$ cat src/rtl/tone_sequencer_pkg.sv
// tone_sequencer_pkg: shared state encoding, scale constants and address-width helper
package tone_sequencer_pkg;
  localparam int SCALE_W = 6;
  localparam logic [SCALE_W-1:0] END_MARKER = 6'd0;
  typedef enum logic [2:0] {S_IDLE, S_LOAD, S_PLAY, S_GAP, S_DONE} state_e;
  function automatic int addr_w(input int n);
    return n > 1 ? $clog2(n) : 1;
  endfunction
endpackage

$ cat src/rtl/tone_table.sv
// tone_table: note table RAM with one write port and one registered read port
module tone_table
  import tone_sequencer_pkg::*;
#(
  parameter int NUM_NOTES = 16,
  parameter int DUR_W = 8
) (
  input  logic                          clk,
  input  logic                          we_i,
  input  logic [addr_w(NUM_NOTES)-1:0]  waddr_i,
  input  logic [SCALE_W-1:0]            wscale_i,
  input  logic [DUR_W-1:0]              wdur_i,
  input  logic [addr_w(NUM_NOTES)-1:0]  raddr_i,
  output logic [SCALE_W-1:0]            rscale_o,
  output logic [DUR_W-1:0]              rdur_o
);
  logic [SCALE_W+DUR_W-1:0] mem_q [NUM_NOTES];
  logic [SCALE_W+DUR_W-1:0] rdata_q;
  always_ff @(posedge clk) begin
    if (we_i) mem_q[waddr_i] <= {wscale_i, wdur_i};
    rdata_q <= mem_q[raddr_i];
  end
  assign {rscale_o, rdur_o} = rdata_q;
endmodule

$ cat src/rtl/tone_sequencer.sv
// tone_sequencer: steps a programmable note table, driving the square-wave generator's scale and enable
module tone_sequencer
  import tone_sequencer_pkg::*;
#(
  parameter int NUM_NOTES = 16,
  parameter int TICK_DIV = 50000,
  parameter int GAP_TICKS = 1,
  parameter int DUR_W = 8
) (
  input  logic                          sysclk,
  input  logic                          reset,
  input  logic                          start,
  input  logic                          stop,
  input  logic                          loop_en,
  input  logic                          prog_we,
  input  logic [addr_w(NUM_NOTES)-1:0]  prog_addr,
  input  logic [SCALE_W-1:0]            prog_scale,
  input  logic [DUR_W-1:0]              prog_dur,
  output logic [SCALE_W-1:0]            scale_out,
  output logic                          wave_enable,
  output logic                          busy,
  output logic [addr_w(NUM_NOTES)-1:0]  note_index,
  output logic                          done
);
  localparam int AW = addr_w(NUM_NOTES);
  localparam int PW = TICK_DIV > 1 ? $clog2(TICK_DIV) : 1;
  localparam int GW = $clog2(GAP_TICKS + 1);
  localparam int TW = DUR_W > GW ? DUR_W : GW;
  localparam logic [TW-1:0] GAP_LIM = TW'(GAP_TICKS > 0 ? GAP_TICKS - 1 : 0);
  state_e state_q, state_d;
  logic [AW-1:0] idx_q, idx_d;
  logic [SCALE_W-1:0] scale_q, scale_d;
  logic [PW-1:0] pre_q, pre_d;
  logic [TW-1:0] tick_q, tick_d, lim_q, lim_d;
  logic busy_q, wave_q, done_q;
  logic [SCALE_W-1:0] rd_scale;
  logic [DUR_W-1:0] rd_dur;
  logic tick_wrap, note_end, last, adv, eos;
  tone_table #(
    .NUM_NOTES(NUM_NOTES),
    .DUR_W(DUR_W)
  ) u_table (
    .clk(sysclk),
    .we_i(prog_we && !busy_q),
    .waddr_i(prog_addr),
    .wscale_i(prog_scale),
    .wdur_i(prog_dur),
    .raddr_i(idx_d),
    .rscale_o(rd_scale),
    .rdur_o(rd_dur)
  );
  assign tick_wrap = pre_q == PW'(TICK_DIV - 1);
  assign note_end = tick_wrap && tick_q == lim_q;
  assign last = idx_q == AW'(NUM_NOTES - 1);
  // The read address is the next index so LOAD always sees the entry it is evaluating.
  always_comb begin
    state_d = state_q;
    idx_d = idx_q;
    scale_d = scale_q;
    lim_d = lim_q;
    pre_d = tick_wrap ? '0 : pre_q + PW'(1);
    tick_d = tick_wrap ? tick_q + TW'(1) : tick_q;
    adv = 1'b0;
    eos = 1'b0;
    if (stop) state_d = S_IDLE;
    else case (state_q)
      S_IDLE: if (start) begin
        state_d = S_LOAD;
        idx_d = '0;
      end
      S_LOAD: if (rd_scale == END_MARKER) eos = 1'b1;
      else if (rd_dur == '0) adv = 1'b1;
      else begin
        state_d = S_PLAY;
        scale_d = rd_scale;
        lim_d = TW'(rd_dur) - TW'(1);
      end
      S_PLAY: if (note_end) begin
        if (GAP_TICKS > 0) begin
          state_d = S_GAP;
          lim_d = GAP_LIM;
        end else adv = 1'b1;
      end
      S_GAP: adv = note_end;
      default: state_d = S_IDLE;
    endcase
    if (adv) begin
      eos = last;
      idx_d = idx_q + AW'(1);
      state_d = S_LOAD;
    end
    if (eos) begin
      idx_d = '0;
      state_d = loop_en ? S_LOAD : S_DONE;
    end
    if (state_d inside {S_IDLE, S_DONE}) begin
      idx_d = '0;
      scale_d = '0;
    end
    // Counters restart on every state entry and idle outside the timed states.
    if (state_d != state_q || !(state_d inside {S_PLAY, S_GAP})) begin
      pre_d = '0;
      tick_d = '0;
    end
  end
  always_ff @(posedge sysclk) begin
    if (reset) begin
      state_q <= S_IDLE;
      idx_q <= '0;
      scale_q <= '0;
      pre_q <= '0;
      tick_q <= '0;
      lim_q <= '0;
      busy_q <= 1'b0;
      wave_q <= 1'b0;
      done_q <= 1'b0;
    end else begin
      state_q <= state_d;
      idx_q <= idx_d;
      scale_q <= scale_d;
      pre_q <= pre_d;
      tick_q <= tick_d;
      lim_q <= lim_d;
      busy_q <= state_d != S_IDLE;
      wave_q <= state_d == S_PLAY;
      done_q <= state_d == S_DONE;
    end
  end
  assign scale_out = scale_q;
  assign wave_enable = wave_q;
  assign busy = busy_q;
  assign note_index = idx_q;
  assign done = done_q;
endmodule

$ cat config.mk
export PLATFORM = sky130hd
export DESIGN_NAME = tone_sequencer
export DESIGN_NICKNAME = d
export VERILOG_FILES = /design/src/rtl/tone_sequencer_pkg.sv /design/src/rtl/tone_table.sv /design/src/rtl/tone_sequencer.sv
export SDC_FILE = /design/constraint.sdc
export NUM_CORES = 1
export LEC_CHECK = 0
export CAP_MARGIN = 20
export CORE_ASPECT_RATIO = 0.5
export CORE_UTILIZATION = 45
export CTS_BUF_LIST = sky130_fd_sc_hd__clkbuf_16
export DETAILED_ROUTE_END_ITERATION = 8
export GPL_ROUTABILITY_DRIVEN = 0
export GPL_TIMING_DRIVEN = 0
export PLACE_DENSITY_LB_ADDON = 0.2
export REMOVE_ABC_BUFFERS = 1
export SLEW_MARGIN = 20
export SYNTH_ARGS = -nofsm -noshare
export SYNTH_HDL_FRONTEND = slang
export SYNTH_HIERARCHICAL = 1
export SYNTH_SLANG_ARGS = --single-unit
$ cat constraint.sdc
create_clock -name sysclk -period 5.3 [get_ports sysclk]
set_input_delay 0.795 -clock sysclk [delete_from_list [all_inputs] [get_ports sysclk]]
set_output_delay 0.795 -clock sysclk [all_outputs]
set_load 0.005 [all_outputs]
Word-level counts from Yosys, hierarchy flattened. Memory sizes are Yosys's and may differ from the RTL's. A register that Yosys moved wholly into a read port is not among the register bits. Index checks and enable logic that the tools add are counted.

Bitwise logic cells: 3. Muxes and demuxes: 29. Eq/ne operators: 13. Add/sub/neg operators: 4. Reductions and logical operators: 18.

Operators with widths (number): $mux 3 (8); $mux 4 (6); $mux 8 (3); $add 16x1->16 const B (1); $eq 16x16->1 const B (1); $pmux 8 s2 (1); $eq 3x2->1 const B (4); $pmux 3 s4 (1); $mux 1 (9); $add 8x1->8 const B (1); $eq 8x8->1 (1); $logic_not 8->1 (1); $sub 8x1->8 const B (1); $logic_not 3->1 (2); $logic_not 6->1 (1); $ne 2x2->1 const B (3); $reduce_bool 2->1 (3); $reduce_and 5->1 (1); $add 4x1->4 const B (1); $eq 4x4->1 const B (1); $reduce_and 4->1 (1); $reduce_or 2->1 (2); $eq 3x1->1 const B (1); $eq 3x3->1 const B (1); 8 further kinds (12).

Word-level logic and storage cells: 77. Flip-flop bits (word level): 48. Bits of input ports: 24. Memories: 1. Bits in writable memories: 224. Output and inout bits: 13.

Memories: u_table.mem_q (depth 16, bits a word 14, read ports 1, clocked after memory_dff 1, wr ports 1, line tone_table.sv:17) `logic [SCALE_W+DUR_W-1:0] mem_q [NUM_NOTES];`.

Longest topological paths before layout.
Depth in word-level cells: 12. Mapped depth: 14.

By module. Netlist, hierarchy kept.

By module, submodules not included: tone_table (times used 1, area each 8763.4 sq um, cells an instance 379, sequential area each 7006.7 sq um); tone_sequencer (times used 1, area each 2537.4 sq um, cells an instance 299, sequential area each 960.9 sq um).

Worst setup path after synthesis. No wires, ideal clock.

Path type: register -> register. Start: reg pre_q[0]. End: reg u_table.rdata_q[10], read port of u_table.mem_q. Data required time: 5.180 ns. Arrival time: 2.965 ns. Stages on the path, launching flop included: 15. Period minus slack after synthesis: 3.085 ns. Path slack: 2.215 ns. Cells stage by stage: dfxtp_1 -> ha_1 -> and3_1 -> and4_1 -> buf_6 -> nand4b_4 -> and2_4 -> buf_6 -> o311a_1 -> nor2_1 -> buf_6 -> buf_4 -> mux4_2 -> a22oi_1 -> nand2_1.

Word-level cells in the longest chain between the ends: 10. Elaborated cells between the ends (all ways): 16.

RTL lines: start: declaration (line tone_sequencer.sv:33) `logic [PW-1:0] pre_q, pre_d;`; start signal: assignment (line tone_sequencer.sv:121) `pre_q <= pre_d;`; $eq 16x16->1 (*) (line tone_sequencer.sv:52) `assign tick_wrap = pre_q == PW'(TICK_DIV - 1);`; $logic_and 1x1->1 (*) (line tone_sequencer.sv:53) `assign note_end = tick_wrap && tick_q == lim_q;`; $mux 3 (line tone_sequencer.sv:78) `S_PLAY: if (note_end) begin`; $pmux 3 s4 (line tone_sequencer.sv:66) `else case (state_q)`; $mux 3 (line tone_sequencer.sv:65) `if (stop) state_d = S_IDLE;`; $mux 3 (line tone_sequencer.sv:87) `if (adv) begin`; $mux 3 (line tone_sequencer.sv:92) `if (eos) begin`; $eq 3x3->1 / $logic_not 3->1 (equally long branches) (line tone_sequencer.sv:96) `if (state_d inside {S_IDLE, S_DONE}) begin`; $reduce_bool 2->1 (line tone_sequencer.sv:96); $mux 4 (*) (line tone_sequencer.sv:96); via idx_d[0] (line tone_sequencer.sv:31) `logic [AW-1:0] idx_q, idx_d;`; end: declaration (line tone_table.sv:18) `logic [SCALE_W+DUR_W-1:0] rdata_q;`.

Mark *: on every way through the listed nets, which the timed path passes. The rest lies on a longest branch. A chain may end at the register's enable or synchronous reset.

Worst setup path after layout.
Start: in stop. End: reg u_table.rdata_q[12], read port of u_table.mem_q.

Word-level cells in the longest chain between the ends: 6. Elaborated cells between the ends (all ways): 13.

RTL lines: start: declaration (line tone_sequencer.sv:13) `input logic stop,`; $mux 3 / $mux 1 (equally long branches) (line tone_sequencer.sv:65); $mux 3 / $mux 1 (equally long branches) (line tone_sequencer.sv:87); $mux 3 (line tone_sequencer.sv:92); $eq 3x3->1 / $logic_not 3->1 (equally long branches) (line tone_sequencer.sv:96); $reduce_bool 2->1 (line tone_sequencer.sv:96); $mux 4 (*) (line tone_sequencer.sv:96); via idx_d[0] (line tone_sequencer.sv:31).

Marked as above.

==> impl_metrics.prom <==
# TYPE chip_impl_metric gauge
chip_impl_metric{name="synth_seq_area_share",unit="%"} 70.5
chip_impl_metric{name="net_count_reported_at_finish",unit=""} 768
chip_impl_metric{name="drtIter0Drc",unit=""} 453
chip_impl_metric{name="slew_headroom",unit="%"} 32.7
chip_impl_metric{name="max_cap_viol_count",unit=""} 0
chip_impl_metric{name="fin_skew",unit="ns"} 0.0241
chip_impl_info{name="rsz0062_at_grt",value="false"} 1
chip_impl_metric{name="n_antenna_cell",unit=""} 0
chip_impl_metric{name="clkSlewWorstSetupHoldPaths",unit="ns"} 0.06
chip_impl_metric{name="layout.core_utilization",unit="%"} 54.7
chip_impl_metric{name="tightest_pin_transition",unit="ns"} 1.01
chip_impl_metric{name="drive_above_1_share",unit="%"} 20.8
chip_impl_metric{name="syn_inst",unit=""} 678
chip_impl_metric{name="synthesis.area",unit="mm^2"} 0.0113
chip_impl_metric{name="worst_ep_required_time",unit="ns"} 5.68
chip_impl_metric{name="post-synth-top-area-fraction",unit="%"} 59.5
chip_impl_metric{name="grt_first_pass_wirelength",unit="um"} 36300
chip_impl_metric{name="post_drt_via_cell_ratio",unit=""} 5.55
chip_impl_info{name="holdCritPathClass",value="flip-flop to flip-flop"} 1
chip_impl_metric{name="maxSlewViolCount",unit=""} 0
chip_impl_metric{name="clock.fmax",unit="MHz"} 231
chip_impl_metric{name="layout_worst_path_cycle_share",unit="%"} 81.7
chip_impl_metric{name="yosysUniqueCellTypes",unit=""} 56
chip_impl_metric{name="report.final.hold_viol_count",unit=""} 0
chip_impl_info{name="netlist.top_cell.by_area",value="edfxtp_1"} 1
chip_impl_info{name="critPathKind",value="primary input to flip-flop"} 1
chip_impl_metric{name="layout_overhead_on_the_synthesized_area",unit="%"} 17.7
chip_impl_metric{name="row_count",unit=""} 40
chip_impl_metric{name="postSynthRegisterBits",unit=""} 286
chip_impl_metric{name="place.port_buffers",unit=""} 36
chip_impl_metric{name="ir_drop",unit="V"} 0.000235
chip_impl_metric{name="dieHeight",unit="um"} 114
chip_impl_metric{name="number_of_global_route_vias_before_repair",unit=""} 6060
chip_impl_metric{name="synth_area_per_cell",unit="um^2"} 16.7
chip_impl_metric{name="synth-edff-count",unit=""} 224
chip_impl_metric{name="initial_utilization",unit="%"} 46.5
chip_impl_metric{name="floorplan.die.width",unit="um"} 226
chip_impl_metric{name="via_count",unit=""} 6073
chip_impl_metric{name="dr.pass1.iters",unit=""} 5
chip_impl_metric{name="grtUsageTotal",unit="%"} 19.0
chip_impl_metric{name="detail_route.wirelength",unit="um"} 23400
chip_impl_metric{name="postCtsHoldBufs",unit=""} 0
chip_impl_metric{name="cts_buffers",unit=""} 26
chip_impl_metric{name="final_period_minus_worst_setup_slack",unit="ns"} 4.33
chip_impl_metric{name="clk-insertion-delay-late",unit="ns"} 0.56
chip_impl_metric{name="core_area",unit="mm^2"} 0.0243
chip_impl_metric{name="ctsLongestPathBuffers",unit=""} 3
chip_impl_metric{name="antenna_violations_before_repair",unit=""} 0
chip_impl_metric{name="drt_drc_violations_left",unit=""} 0
chip_impl_metric{name="finalSetupViolations",unit=""} 0
chip_impl_info{name="timing.critical_path.to_type",value="flip-flop"} 1
chip_impl_metric{name="maximum_number_of_pins_on_one_net_before_global_route_repair",unit=""} 28
chip_impl_metric{name="synth_warnings",unit=""} 6
chip_impl_metric{name="preCtsSetupSlack",unit="ns"} 0.467
chip_impl_info{name="tritoncts_clock_tree",value="done"} 1
chip_impl_metric{name="wl_per_cell",unit="um"} 21.3
chip_impl_metric{name="worst_path_fanout_max",unit=""} 14
chip_impl_metric{name="power_per_cell_area",unit="mW/mm^2"} 337
chip_impl_info{name="synth_top_cells_by_area",value="edfxtp_1, mux4_2, dfxtp_1"} 1
chip_impl_metric{name="timing.final.ws_setup",unit="ns"} 0.968
chip_impl_info{name="synth_flop_cell",value="edfxtp_1"} 1
chip_impl_metric{name="worst-endpoint-arrival",unit="ns"} 4.71
chip_impl_metric{name="clock_tree.htree_level_count",unit=""} 1
chip_impl_metric{name="drtAntennaViolNets",unit=""} 0
chip_impl_metric{name="cts-resized-gates",unit=""} 0
chip_impl_info{name="clock-root-buffer",value="clkbuf_16"} 1
chip_impl_metric{name="grt.overflow.total",unit=""} 0
chip_impl_metric{name="numClockSinks",unit=""} 286
chip_impl_metric{name="i_o_pin_total",unit=""} 37
chip_impl_info{name="outcome",value="completed"} 1
chip_impl_metric{name="postCtsSetupBuffers",unit=""} 0
chip_impl_metric{name="async_reset_ff_share",unit="%"} 0
chip_impl_info{name="startpoint_type",value="primary input"} 1
chip_impl_metric{name="dp_hpwl",unit="um"} 15800
chip_impl_metric{name="p_leak",unit="uW"} 0.00424
chip_impl_metric{name="dieArea",unit="mm^2"} 0.0258
[stage by stage]
stage                     total power (uW)  cell area (um^2)  std cells  hold slack [ns]  TNS, ns
after floorplan                       2530             11100        647            0.426   -23.50
after global placement                2600             11900       1019            0.443   -67.89
after detailed placement              2610             12400       1047            0.452        0
after CTS                             4540             13300       1095            0.468        0
after global routing                  4640             13300       1095            0.499        0
final                                 4490             13300       1095            0.464        0
[cells in the mapped netlist, types with 6 or more instances]
master,n
edfxtp_1,224
dfxtp_1,62
nor2_1,57
mux4_2,56
nand2_1,44
a22oi_1,29
xor2_1,23
nand3_1,18
nand4_1,14
clkbuf_1,13
a21oi_1,12
nor3_1,10
xnor2_1,10
a31oi_1,9
buf_2,8
mux2i_1,8
buf_6,6
inv_1,6
[logic make-up after synthesis]
family,Yosys count,synth area share (%)
multiplexers,64,11.9
flip-flops,286,70.5
buffers and inverters,37,1.78
AO/OA/AOI/OAI,67,4.20
AND/OR/NAND/NOR,186,8.54
XOR/XNOR,33,2.56
adder cells (fa/ha/maj),5,0.554
[critical path, stage by stage]
cell	delay, ns
clkdlybuf4s50_1	0.68
nor2_1	0.42
o21ai_0	0.16
a41oi_1	0.19
a31o_2	0.29
o22ai_1	0.30
nor2_4	0.51
buf_16	0.23
buf_16	0.18
mux4_2	0.50
a22oi_1	0.24
nand2_1	0.20
[per-layer routing]
| layer | GRT usage (%) | share of wire (%) | wire length (um) |
|---|---|---|---|
| met4 | 4.23 | 1.5 | 348 |
| met3 | 4.29 | 5.9 | 1380 |
| met5 | 0 | 0 | 0 |
| met2 | 30.4 | 47 | 11000 |
| met1 | 26.9 | 45 | 10600 |
[where the power goes]
| part | internal, uW | leakage (uW) | switching [uW] | total (uW) |
|---|---|---|---|---|
| combinational | 39.5 | 0.00125 | 71.8 | 111 |
| sequential | 2440 | 0.00253 | 8.47 | 2450 |
| clock | 1100 | 0.000455 | 830 | 1930 |
| total | 3580 | 0.00424 | 911 | 4490 |
[placed cells by master (no fill, tap or decap), types with 18 or more instances in the layout]
cell	netlist	routed
nor2_1	57	43
clkbuf_16	0	26
dfxtp_1	62	62
a22oi_1	29	29
edfxtp_1	224	224
mux4_2	56	56
xor2_1	23	23
nand3_1	18	18
clkdlybuf4s50_1	0	36
nand2_1	44	44
[final timing paths]
| path | start | to | slack (ns) | cells past startpoint |
|---|---|---|---|---|
| max reg2reg | pre_q[0] | u_table/rdata_q[12] | 1.08 | 12 |
| min | pre_q[0] | pre_q[0] | 0.46 | 1 |
| min reg2reg | pre_q[0] | pre_q[0] | 0.46 | 1 |
| max | stop | u_table/rdata_q[12] | 0.97 | 12 |
[layout make-up]
| class | instances | area [um^2] |
|---|---|---|
| sequential | 286 | 7970 |
| tap | 336 | 420 |
| timing repair buffer | 64 | 797 |
| fill | 1912 | 11000 |
| inverter | 6 | 22.5 |
| multi-input combinational | 355 | 3210 |
| clock buffer | 26 | 651 |
| clock inverter | 22 | 235 |
[state kept, by name (all words and copies together), names as in the netlist]
name and cells:
state_q 3, lim_q 8, busy 1, tick_q 8
done 1, u_table/mem_q 224, pre_q 16, note_index 4
wave_enable 1, scale_out 6, u_table/rdata_q 14
(Power assumes the default switching activity.)
